[config.mk]
export PLATFORM = sky130hd
export DESIGN_NAME = aes_block_sequencer
export DESIGN_NICKNAME = d
export VERILOG_FILES = /design/src/rtl/aes_seq_pkg.sv /design/src/rtl/aes_block_sequencer.sv
export SDC_FILE = /design/constraint.sdc
export NUM_CORES = 1
export LEC_CHECK = 0
export ABC_AREA = 1
export CAP_MARGIN = 20
export CORE_MARGIN = 2
export CORE_UTILIZATION = 49
export DETAILED_ROUTE_END_ITERATION = 12
export PLACE_DENSITY_LB_ADDON = 0.12
export SLEW_MARGIN = 20
export SYNTH_ARGS = -nofsm -noshare
export SYNTH_HDL_FRONTEND = slang
export SYNTH_SLANG_ARGS = --single-unit
[constraint.sdc]
create_clock -name clk_i -period 20.9 [get_ports clk_i]
set_clock_uncertainty 0.15 [all_clocks]
set_input_delay 4.18 -clock clk_i [delete_from_list [all_inputs] [get_ports clk_i]]
set_output_delay 4.18 -clock clk_i [all_outputs]
set_load 0.05 [all_outputs]
[src/rtl/aes_seq_pkg.sv]
// Shared types and register map for the AES block sequencer.
package aes_seq_pkg;

  typedef enum logic [3:0] {
    ST_IDLE,
    ST_WR_KSEL,
    ST_WR_PT,
    ST_START_HI,
    ST_START_LO,
    ST_WAIT,
    ST_POLL,
    ST_RD_CT,
    ST_OUT,
    ST_ERR
  } seq_state_e;

  localparam logic [5:0] IDX_START = 6'd0;
  localparam logic [5:0] IDX_PT0   = 6'd1;
  localparam logic [5:0] IDX_CTV   = 6'd11;
  localparam logic [5:0] IDX_CT0   = 6'd12;
  localparam logic [5:0] IDX_KSEL  = 6'd32;

  // The wrapper decodes 64-bit words, so byte address = word index * 8.
  function automatic logic [8:0] idx_to_addr(input logic [5:0] idx);
    return {idx, 3'b000};
  endfunction

endpackage

[src/rtl/aes_block_sequencer.sv]
// Register-bus master that pushes one plaintext block at a time through the AES-192 wrapper.
// Optional abort-on-timeout is built when AES_SEQ_TIMEOUT_EN is defined.
module aes_block_sequencer
  import aes_seq_pkg::*;
#(
  parameter int POLL_DELAY     = 2,
  parameter int TIMEOUT_CYCLES = 1024
) (
  input  logic         clk_i,
  input  logic         rst_i,
  input  logic         blk_valid_i,
  output logic         blk_ready_o,
  input  logic [127:0] blk_data_i,
  input  logic [1:0]   blk_key_sel_i,
  output logic         ct_valid_o,
  input  logic         ct_ready_i,
  output logic [127:0] ct_data_o,
  output logic         err_o,
  output logic         busy_o,
  output logic         reg_en_o,
  output logic         reg_we_o,
  output logic [8:0]   reg_addr_o,
  output logic [63:0]  reg_wdata_o,
  input  logic [63:0]  reg_rdata_i
);

  localparam logic [3:0]  WAIT_LAST = 4'(POLL_DELAY - 1);
  localparam logic [15:0] TMO_LAST  = 16'(TIMEOUT_CYCLES - 1);

  seq_state_e   state, state_next;
  logic [1:0]   word_cnt;
  logic [3:0]   wait_cnt;
  logic [127:0] blk_q;
  logic [1:0]   ksel_q;
  logic [127:0] ct_q;
  logic [5:0]   reg_idx;
  logic         tmo_hit;
  logic         unused_rdata;

  assign unused_rdata = ^reg_rdata_i[63:32];

`ifdef AES_SEQ_TIMEOUT_EN
  logic [15:0] tmo_cnt;

  always_ff @(posedge clk_i or posedge rst_i) begin
    if (rst_i) begin
      tmo_cnt <= '0;
    end else if (state == ST_WAIT) begin
      tmo_cnt <= '0;
    end else if (state == ST_POLL) begin
      tmo_cnt <= tmo_cnt + 16'd1;
    end
  end

  assign tmo_hit = (tmo_cnt == TMO_LAST);
  assign err_o   = (state == ST_ERR);
`else
  logic unused_cfg;

  assign unused_cfg = ^TMO_LAST;
  assign tmo_hit    = 1'b0;
  assign err_o      = 1'b0;
`endif

  always_ff @(posedge clk_i or posedge rst_i) begin
    if (rst_i) begin
      state    <= ST_IDLE;
      word_cnt <= '0;
      wait_cnt <= '0;
    end else begin
      state <= state_next;
      if (state == ST_WR_PT || state == ST_RD_CT) begin
        word_cnt <= word_cnt + 2'd1;
      end
      wait_cnt <= (state == ST_WAIT) ? wait_cnt + 4'd1 : 4'd0;
    end
  end

  // Block capture: payload only, not reset; the next block overwrites it.
  always_ff @(posedge clk_i) begin
    if (state == ST_IDLE && blk_valid_i && blk_ready_o) begin
      blk_q  <= blk_data_i;
      ksel_q <= blk_key_sel_i;
    end
  end

  // Ciphertext capture is a visible output, so it clears on reset.
  always_ff @(posedge clk_i or posedge rst_i) begin
    if (rst_i) begin
      ct_q <= '0;
    end else if (state == ST_RD_CT) begin
      ct_q[{word_cnt, 5'b0} +: 32] <= reg_rdata_i[31:0];
    end
  end

  always_comb begin
    state_next  = state;
    reg_en_o    = 1'b0;
    reg_we_o    = 1'b0;
    reg_idx     = IDX_START;
    reg_wdata_o = '0;
    case (state)
      ST_IDLE: begin
        if (blk_valid_i) state_next = ST_WR_KSEL;
      end
      ST_WR_KSEL: begin
        reg_en_o    = 1'b1;
        reg_we_o    = 1'b1;
        reg_idx     = IDX_KSEL;
        reg_wdata_o = {62'b0, ksel_q};
        state_next  = ST_WR_PT;
      end
      ST_WR_PT: begin
        reg_en_o    = 1'b1;
        reg_we_o    = 1'b1;
        reg_idx     = IDX_PT0 + {4'b0, word_cnt};
        reg_wdata_o = {32'b0, blk_q[{word_cnt, 5'b0} +: 32]};
        if (word_cnt == 2'd3) state_next = ST_START_HI;
      end
      ST_START_HI: begin
        reg_en_o    = 1'b1;
        reg_we_o    = 1'b1;
        reg_wdata_o = 64'd1;
        state_next  = ST_START_LO;
      end
      ST_START_LO: begin
        reg_en_o   = 1'b1;
        reg_we_o   = 1'b1;
        state_next = ST_WAIT;
      end
      ST_WAIT: begin
        if (wait_cnt == WAIT_LAST) state_next = ST_POLL;
      end
      ST_POLL: begin
        reg_en_o = 1'b1;
        reg_idx  = IDX_CTV;
        if (reg_rdata_i[0])  state_next = ST_RD_CT;
        else if (tmo_hit)    state_next = ST_ERR;
      end
      ST_RD_CT: begin
        reg_en_o = 1'b1;
        reg_idx  = IDX_CT0 + {4'b0, word_cnt};
        if (word_cnt == 2'd3) state_next = ST_OUT;
      end
      ST_OUT: begin
        if (ct_ready_i) state_next = ST_IDLE;
      end
      ST_ERR:  state_next = ST_IDLE;
      default: state_next = ST_IDLE;
    endcase
  end

  assign reg_addr_o  = idx_to_addr(reg_idx);
  assign blk_ready_o = (state == ST_IDLE) && !rst_i;
  assign busy_o      = (state != ST_IDLE);
  assign ct_valid_o  = (state == ST_OUT);
  assign ct_data_o   = ct_q;

endmodule

# --- Yosys cells after proc, flatten, opt, wreduce, memory -nomap -nowiden ---
# Index checks and enable logic that the tools add are counted.
totals:
  reg_bits: 268
  input_bits: 198
  output_inout_bits: 207
  word_cells: 53
op_classes:
  n_addsub: 5
  n_eq_ne: 16
  shifts: 3
  n_mux: 13
  n_reduce_logical: 10
op_table:
  columns: ["cell", "count"]
  rows:
  - ["bitwise mux 128 bit", 1]
  - ["variable shift 32 x 9 -> 128 bit, first input constant", 1]
  - ["variable part select 128 x 8 -> 32 bit", 1]
  - ["variable part select 32 x 9 -> 128 bit", 1]
  - ["one-hot mux 32 bit (3 select lines)", 1]
  - ["one-hot mux 4 bit (9 select lines)", 1]
  - ["two-way mux 4 bit", 7]
  - ["one-hot mux 6 bit (4 select lines)", 1]
  - ["equality test 4 x 3 -> 1 bit, second input constant", 4]
  - ["negation 7 -> 9 bit", 1]
  - ["equality test 4 x 1 -> 1 bit, second input constant", 2]
  - ["equality test 4 x 2 -> 1 bit, second input constant", 2]
  - ["!= test 2 x 1 -> 1 bit, second input constant", 4]
  - ["AND reduction 6 bit", 1]
  - ["OR reduction 6 bit", 1]
  - ["adder 4 x 2 -> 5 bit, first input constant", 1]
  - ["adder 4 x 1 -> 4 bit, second input constant", 1]
  - ["equality test 4 bit, second input constant", 1]
  - ["zero test 4 bit", 1]
  - ["!= test 2 bit, second input constant", 2]
  - ["nonzero test 4 bit", 1]
  - ["OR reduction 4 bit", 1]
  - ["adder 1 x 2 -> 3 bit, first input constant", 1]
  - ["logical AND 1 bit", 3]
  - ["5 further kinds", 6]

# --- Longest topological paths before layout ---
# Gate-level depths: netlist of the first run.
depth:
  ltp_word: 3
  mapped_depth: 10
  mapped_depth_nobuf: 9

# --- Worst setup path after synthesis of the first run ---
# Ideal clock, no wire load.
synth_path:
  path_type: "input port to flip-flop"
  from: "input port rst_i"
  to: "register blk_q[0], enable pin"
  setup_time_ps: 780
  arrival_time_ps: 13150
  required_time_ps: 19970
  slack_ps: 6819
  path_stages: 1
  n_path_buf: 0
  cell_sequence: "nor3_1"
synth_between:
  elab_chain_cells: 3
synth_rtl:
  columns: ["item", "line_no", "rtl"]
  rows:
  - ["from (decl)", "aes_block_sequencer.sv:10", "input logic rst_i,"]
  - ["zero test 1 bit", "aes_block_sequencer.sv:154", "assign blk_ready_o = (state == ST_IDLE) && !rst_i;"]
  - ["logical AND 1 bit", "aes_block_sequencer.sv:154", null]
  - ["logical AND 1 bit", "aes_block_sequencer.sv:81", "if (state == ST_IDLE && blk_valid_i && blk_ready_o) begin"]
  - ["to (signal assigned)", "aes_block_sequencer.sv:82", "blk_q <= blk_data_i;"]
  - ["to (decl)", "aes_block_sequencer.sv:33", "logic [127:0] blk_q;"]
# No other way between the ends.
# A chain may end at the register's enable or synchronous reset.

# --- Worst setup path in the final report of the first run ---
layout_path:
  from: "input port rst_i"
  to: "output port blk_ready_o"
layout_between:
  elab_chain_cells: 2
layout_rtl:
  columns: ["item", "line_no", "rtl"]
  rows:
  - ["zero test 1 bit", "aes_block_sequencer.sv:154", null]
  - ["logical AND 1 bit", "aes_block_sequencer.sv:154", null]
  - ["to (decl)", "aes_block_sequencer.sv:12", "output logic blk_ready_o,"]
# No other way between the ends.

==> out/qor.txt, run 1 <==
Fin crit share = 47.86%
Tightest Pin Transition = 1.114 ns
Clk root buf = clkbuf_16
Synth Area in Adders = 0.8658%
First-pass GRT wire length = 50270 um
Total CTS buffers = 29
Starting Density = 49.55%
FP Rows = 56
GPL Wtd Cong = 0.8579
Commonest non-fill, non-tap cells in the layout = clkdlybuf4s50_1, nand2_1, nor2_1
Final routed DRC violation total = 0
Largest net degree at the start of global routing = 102
Pins over their slew limit = 0
Setup repair bufs after CTS = 0
Final number of setup-violating endpoints = 0
Status = completed
CP Class = in2out
Post-synthesis mux area share = 0%
Resized cells post-CTS = 0
Post-layout min period = 10.00 ns
Pre-CTS WS = 10.91 ns
Async SR Flop Fraction = 51.49%
Final wirelength = 33000 um
Yosys cell types = 28
Share of cells above drive strength 1 = 5.087%
EDFF count, synth = 130
Max Root-Sink Buffers = 3
CTS clk-pin slew, worst paths = 0.06 ns
HPWL after DPL = 21380 um
Worst slew margin = 25.75%
Synth Register Bits = 268
Initial antenna violation count = 2
CP cell instances = clkdlybuf4s50_1 > nor2_1 > clkdlybuf4s50_1
Sequential share of the synthesized area = 63.64%
Worst endpoint required time = 16.57 ns
H-Tree Depth = 1
Max VDD drop = 0.08793 mV
Final net count = 1678
Most common cell after layout, fill and taps aside = clkdlybuf4s50_1
Remaining global-route overflow = 0
Design Power = 2800 uW
CP max stage delay = 0.82 ns
Critical Path Sink Type = primary output
Worst-path fanout max = 3
Max Cap Viol = 0
Total iterations of the first detailed-routing run = 7
Synth Area in Compound Gates = 8.788%
Clk Latency, worst-skew pair = 0.53 ns
Initial DRC Count = 705
Max Freq = 0.09998 GHz
Top_reg_cell synth = dfrtp_1
Cell Pwr Density = 175.4 nW/um^2
Xor/xnor share of the synthesized area = 0.2273%
CTS tree = done
Vias per cell = 5.311
Routed via count = 9639
Number of global-route vias before repair = 9371
Ys Warns = 0
Fin Setup TNS = 0 ns
Largest delay share family, worst path = buffers and inverters
Lkg Pwr = 0.006257 uW
# IOs = 405
Simple-Gate Fraction of Synth Area = 20.06%
Core Box Area = 23330 um^2
Syn Inst Count = 1173
Min-delay worst type = reg2reg
Area of the mapped netlist = 11560 um^2
Die width = 157.6 um
Slowest stage cell, crit path = clkdlybuf4s50_1
Post-DRT Antenna Nets = 0
Die area = 24840 um^2
Cts-stage hold buffer count = 0
Crit path DAT = 5.67 ns
CTS sink count = 268
Count of buffers from port buffering = 335
Fin. Hold Viols = 0
WP buf/inv = 2
GRT Overall Usage = 25.94%
WL/cell = 18.18 um
RSZ-0062 raised after global routing = no
Die height = 157.6 um
Post-synthesis area per instance = 9.856 um^2
Layout area overhead = 38.12%
Nature of the critical path startpoint = primary input
Most numerous cell on the critical path = clkdlybuf4s50_1
Post-route setup slack = 10.90 ns
Largest family of logic cells by synthesized area = simple AND/OR/NAND/NOR gates
-- cells in the mapped netlist (all sizes together), types with 2 or more instances --
master,number,area [um^2]
o22ai,2,12.51
buf,72,460.4
ha,8,100.1
o21ai,166,830.8
dfrtp,138,3453
nand2,221,842.1
a21oi,30,150.1
nand3,109,545.5
o211ai,2,15.01
edfxtp,130,3904
xor2,2,17.52
clkbuf,46,172.7
nor2,180,713.2
nand4,31,193.9
inv,27,101.4
nor3,5,25.02
-- state kept, by name, indices dropped and copies added (netlist names) --
register   cells
ksel_q         2
wait_cnt       4
ct_data_o    128
word_cnt       2
state          4
blk_q        128
-- worst min-delay path, cell delays in order (launching register included) --
cell and delay (ns):
dfrtp_1 0.34, nand2_1 0.05, nand2_1 0.05
-- per-stage QoR --
stage | cell area, um^2 | utilization [%] | hold slack (ns) | cells
6_report | 15970 | 68.44 | 0.3293 | 1815
3_5_place_dp | 14950 | 64.08 | 0.3160 | 1760
2_1_floorplan | 11700 | - | 0.3103 | 1209
4_1_cts | 15960 | 68.41 | 0.3322 | 1813
5_1_grt | 15970 | 68.44 | 0.3464 | 1815
3_3_place_gp | 14950 | 64.08 | 0.3125 | 1760
-- per-layer routing --
layer  GRT usage, %  share of wire [%]  vias to the layer above
met5              0                  0                        -
li1               -                  -                     4506
met3          6.351                9.4                       75
met1          33.24                 39                     4592
met4          9.351                3.5                        0
met2          43.13                 48                      466
-- final cells by class --
type / instances / area [um^2]
clock inverter: 20 / 271.5
timing repair buffer: 350 / 3466
antenna: 2 / 5.005
tap: 319 / 399.1
fill: 1852 / 7365
clock buffer: 33 / 740.7
multi-input combinational: 795 / 3616
sequential: 268 / 7358
inverter: 28 / 111.4
-- power by group --
group | internal (uW) | switching (uW)
clock network | 339 | 206
logic | 417 | 1060
registers | 707 | 73.3
total | 1460 | 1340
-- cell families after synthesis --
family | after synthesis
flip-flops | 268
adder cells (fa/ha/maj) | 8
other | 1
XOR/XNOR | 3
buffers and inverters | 146
AO/OA/AOI/OAI | 201
AND/OR/NAND/NOR | 546
-- path summary, 6_finish.rpt --
check | startpoint | to | slack, ns | cells past startpoint
max | rst_i | blk_ready_o | 10.90 | 3
min | ct_data_o[24] | ct_data_o[24] | 0.33 | 2
max reg2reg | word_cnt[0] | ct_data_o[68] | 17.26 | 9
min reg2reg | ct_data_o[24] | ct_data_o[24] | 0.33 | 2
max in group asynchronous | rst_i | word_cnt[0] | 15.31 | 3
min in group asynchronous | rst_i | ct_data_o[59] | 4.09 | 2
No activity file was read; power rests on OpenSTA's default activity.
==> run 2, diff against run 1 <==
CORE_UTILIZATION = 41   (was 49)
clock period = 9.1 ns   (was 20.9 ns; I/O delays follow)
==> out/qor.txt, run 2 (synthesis gave the netlist of run 1 again) <==
Status = completed
Pins over their slew limit = 0
CP Class = reg2out
Share of cells above drive strength 1 = 5.485%
Layout area overhead = 38.59%
Count of buffers from port buffering = 335
Design Power = 6384 uW
Worst endpoint required time = 7.13 ns
Area occupied by multi-input gates = 3622 um^2
Die area = 29560 um^2
Core Box Area = 27780 um^2
First-pass GRT wire length = 51060 um
Fin Setup TNS = 0 ns
Number of global-route vias before repair = 9150
Largest net degree at the start of global routing = 82
Worst reg-to-reg path cell count = 8
Final net count = 1679
Clk Latency, worst-skew pair = 0.54 ns
Total iterations of the first detailed-routing run = 5
Most common cell after layout, fill and taps aside = clkdlybuf4s50_1
Die width = 171.9 um
Most numerous cell on the critical path = buf_4
Final routed DRC violation total = 0
CP cell instances = buf_4 > clkinv_2 > buf_4 > ha_1 > nand2_1 > o211ai_1 > clkdlybuf4s50_1
Critical Path Sink Type = primary output
Post-layout min period = 6.350 ns
CTS sink count = 268
Min-delay worst type = reg2reg
Crit path DAT = 4.38 ns
Total CTS buffers = 29
FP Rows = 61
CTS clk-pin slew, worst paths = 0.06 ns
Tightest Pin Transition = 0.9633 ns
Worst-path fanout max = 72
Final number of setup-violating endpoints = 0
RSZ-0062 raised after global routing = no
Initial DRC Count = 759
Cell Pwr Density = 398.4 nW/um^2
R2r setup slk = 4.64 ns
Fin. Hold Viols = 0
Vias per cell = 5.063
Max Cap Viol = 0
Remaining global-route overflow = 0
Nature of the critical path startpoint = register
Worst slew margin = 35.43%
H-Tree Depth = 1
Final wirelength = 33810 um
Resized cells post-CTS = 0
Post-route setup slack = 2.750 ns
HPWL after DPL = 22600 um
Initial antenna violation count = 1
Hold depth = 2
GPL Wtd Cong = 0.8407
Pre-CTS WS = 3.167 ns
CP startpoint = word_cnt[0]
Routed via count = 9493
Fin crit share = 69.78%
CTS tree = done
Setup repair bufs after CTS = 0
WL/cell = 18.03 um
R2R Path Start = word_cnt[0]
Worst setup path endpoint = reg_addr_o[4]
Register area = 7358 um^2
Max Root-Sink Buffers = 3
Die height = 171.9 um
Commonest non-fill, non-tap cells in the layout = clkdlybuf4s50_1, nand2_1, nor2_1
Slowest stage cell, crit path = clkdlybuf4s50_1
Starting Density = 41.61%
Max VDD drop = 0.1848 mV
Clk root buf = clkbuf_16
CP max stage delay = 0.87 ns
# IOs = 405
Fillers = 2468
Cts-stage hold buffer count = 0
Post-DRT Antenna Nets = 0
GRT Overall Usage = 22.36%
Lkg Pwr = 0.006259 uW
Max Freq = 0.1575 GHz
Reg-to-reg endpoint = ct_data_o[2]
==> run 2: worst min-delay path by stage <==
stage | startpoint | end | slack (ns)
finish | ct_data_o[8] | ct_data_o[8] | 0.33
global route | ct_data_o[23] | ct_data_o[23] | 0.35
CTS | ct_data_o[8] | ct_data_o[8] | 0.33
detailed placement | ct_data_o[23] | ct_data_o[23] | 0.32
global placement | ct_data_o[26] | ct_data_o[26] | 0.31
floorplan | wait_cnt[0] | wait_cnt[0] | 0.31
==> run 2: routing by layer <==
metal / vias to the layer above / share of wire, % / global-route usage (%) / wire length [um]
li1: 4520 / - / - / -
met1: 4500 / 40 / 28.26 / 13490
met2: 400 / 47 / 36.62 / 15950
met3: 73 / 9.1 / 6.317 / 3092
met4: 0 / 3.8 / 8.550 / 1275
met5: - / 0 / 0 / 0
==> run 2: worst max-delay path, delay by kind of cell, from the launching register on <==
kind	cells	cell delay (ns)
flip-flops	1	0.34
adder cells (fa/ha/maj)	1	0.54
buffers and inverters	4	2.72
AO/OA/AOI/OAI	1	0.08
AND/OR/NAND/NOR	1	0.08
==> run 2: stage by stage <==
stage	utilization, %	hold WS [ns]	instance area, um^2	std cells
2_1_floorplan	-	0.3103	11700	1209
3_3_place_gp	54.08	0.3129	15020	1818
3_5_place_dp	54.23	0.3158	15070	1820
4_1_cts	57.64	0.3315	16010	1873
5_1_grt	57.67	0.3475	16020	1874
6_report	57.67	0.3264	16020	1875
==> run 2: area by class of cell <==
cell class,count,share of cell area (%)
Sequential cell,268,45.92
Multi-Input combinational cell,795,22.61
Timing Repair Buffer,351,21.87
Clock buffer,42,5.232
Tap cell,378,2.952
Inverter,28,0.6950
Clock inverter,11,0.6872
Antenna cell,2,0.03124
==> run 2: report_power, final <==
| part | internal (uW) | switching, uW | total, uW |
|---|---|---|---|
| logic | 982 | 2440 | 3420 |
| clock network | 693 | 475 | 1170 |
| registers | 1620 | 176 | 1800 |
==> run 3, diff against run 2 <==
clock period = 5.8 ns   (was 9.1 ns; I/O delays follow)
==> out/qor.txt, run 3 (synthesis gave the netlist of run 1 again) <==
Routed via count = 9503
Most numerous cell on the critical path = nand2_1
CP max stage delay = 0.88 ns
Count of buffers from port buffering = 335
Worst setup path endpoint = reg_addr_o[3]
HPWL after DPL = 22320 um
Starting Density = 41.61%
Resized cells post-CTS = 0
Largest delay share family, worst path = buffers and inverters
Slowest stage cell, crit path = clkdlybuf4s50_1
Placed insts = 1819
CP Class = reg2out
CTS clk-pin slew, worst paths = 0.06 ns
CTS tree = done
Number of global-route vias before repair = 9432
Cts-stage hold buffer count = 0
Post-layout min period = 4.664 ns
Vias per cell = 5.071
GPL Wtd Cong = 0.8175
Final routed DRC violation total = 0
Setup repair bufs after CTS = 0
Initial antenna violation count = 2
Worst-path fanout max = 24
Post-DRT Antenna Nets = 0
Share of cells above drive strength 1 = 6.288%
Fin crit share = 80.42%
Final number of setup-violating endpoints = 0
Core Box Area = 27780 um^2
Worst reg-to-reg path cell count = 7
Non-filler cells, final = 1874
R2R Path Start = word_cnt[0]
Crit path DAT = 3.35 ns
Max Cap Viol = 0
GRT Overall Usage = 22.79%
Max Freq = 0.2144 GHz
Most common cell after layout, fill and taps aside = clkdlybuf4s50_1
Layout area overhead = 38.28%
Commonest non-fill, non-tap cells in the layout = clkdlybuf4s50_1, nand2_1, nor2_1
First-pass GRT wire length = 52250 um
Worst endpoint required time = 4.49 ns
Final net count = 1678
Critical Path Sink Type = primary output
Initial DRC Count = 727
Clk Latency, worst-skew pair = 0.55 ns
Max VDD drop = 0.2939 mV
Total iterations of the first detailed-routing run = 5
Largest net degree at the start of global routing = 111
Max Root-Sink Buffers = 3
# IOs = 405
CP startpoint = state[3]
Cell Pwr Density = 624.5 nW/um^2
Fin. Hold Viols = 0
Min-delay worst type = reg2reg
Die height = 171.9 um
WP buf/inv = 3
Lkg Pwr = 0.006275 uW
Nature of the critical path startpoint = register
Fin Setup TNS = 0 ns
Final wirelength = 34210 um
WL/cell = 18.25 um
Pins over their slew limit = 0
Die width = 171.9 um
H-Tree Depth = 1
Total CTS buffers = 29
RSZ-0062 raised after global routing = no
CTS sink count = 268
Reg-to-reg endpoint = ct_data_o[13]
Status = completed
Remaining global-route overflow = 0
R2r setup slk = 2.25 ns
Clk root buf = clkbuf_16
WP depth = 7
CP cell instances = nor2_1 > nand2_1 > buf_4 > inv_1 > nand2_1 > o211ai_1 > clkdlybuf4s50_1
FP Rows = 61
HP Start = ct_data_o[18]
Die area = 29560 um^2
Tightest Pin Transition = 0.9820 ns
Worst slew margin = 34.18%
run 3: changes by cell type in the layout (fill, tap and decap cells not counted), moves of 2 or more:
cell,before,now
clkdlybuf4s50_1,335,321
buf_4,13,26
clkinv_2,8,5
buf_12,0,2
clkbuf_1,6,8
clkbuf_8,6,8
clkinv_1,1,3
inv_1,21,19
inv_2,4,6
run 3: per-layer routing:
layer | vias up | GRT usage (%) | routed length (um)
li1 | 4503 | - | -
met1 | 4515 | 28.57 | 13420
met2 | 420 | 37.86 | 16310
met3 | 63 | 6.775 | 3320
met4 | 2 | 7.673 | 1140
met5 | - | 0 | 12
run 3: area by class of cell:
class / count / area, um^2
Sequential cell: 268 / 7358
Antenna cell: 1 / 2.502
Timing Repair Buffer: 350 / 3460
Clock buffer: 46 / 890.9
Fill cell: 2492 / 11800
Multi-Input combinational cell: 795 / 3622
Tap cell: 378 / 473.0
Clock inverter: 8 / 66.31
Inverter: 28 / 113.9
run 3: worst min-delay path by stage:
stage / cells after the start / slack, ns / to
2_1_floorplan: 1 / 0.31 / wait_cnt[0]
3_3_place_gp: 2 / 0.31 / ct_data_o[26]
3_5_place_dp: 2 / 0.32 / ct_data_o[26]
4_1_cts: 2 / 0.33 / ct_data_o[26]
5_1_grt: 2 / 0.35 / ct_data_o[13]
6_report: 2 / 0.33 / ct_data_o[18]
run 3: worst register-to-register path, stage by stage (launching register included):
cell and delay (ns):
dfrtp_2 0.36, clkinv_2 0.54, buf_4 0.50, ha_1 0.43, nor3_2 0.83, buf_4 0.42, nand3_1 0.14, nand2_1 0.11
run 3: power by group:
group	internal [uW]	switching, uW
registers	2550	285
clock network	1090	739
logic	1510	3820
run 3: metrics by stage:
stage / instance area (um^2) / util, % / total power (uW) / setup WS (ns) / hold slack (ns)
floorplan: 11710 / - / 6366 / 0.7938 / 0.3103
global placement: 15020 / 54.07 / 8172 / 1.744 / 0.3149
detailed placement: 15020 / 54.07 / 8216 / 1.686 / 0.3167
CTS: 15980 / 57.51 / 10070 / 1.082 / 0.3336
global route: 15990 / 57.54 / 10520 / 0.9465 / 0.3549
finish: 15990 / 57.54 / 9984 / 1.136 / 0.3262
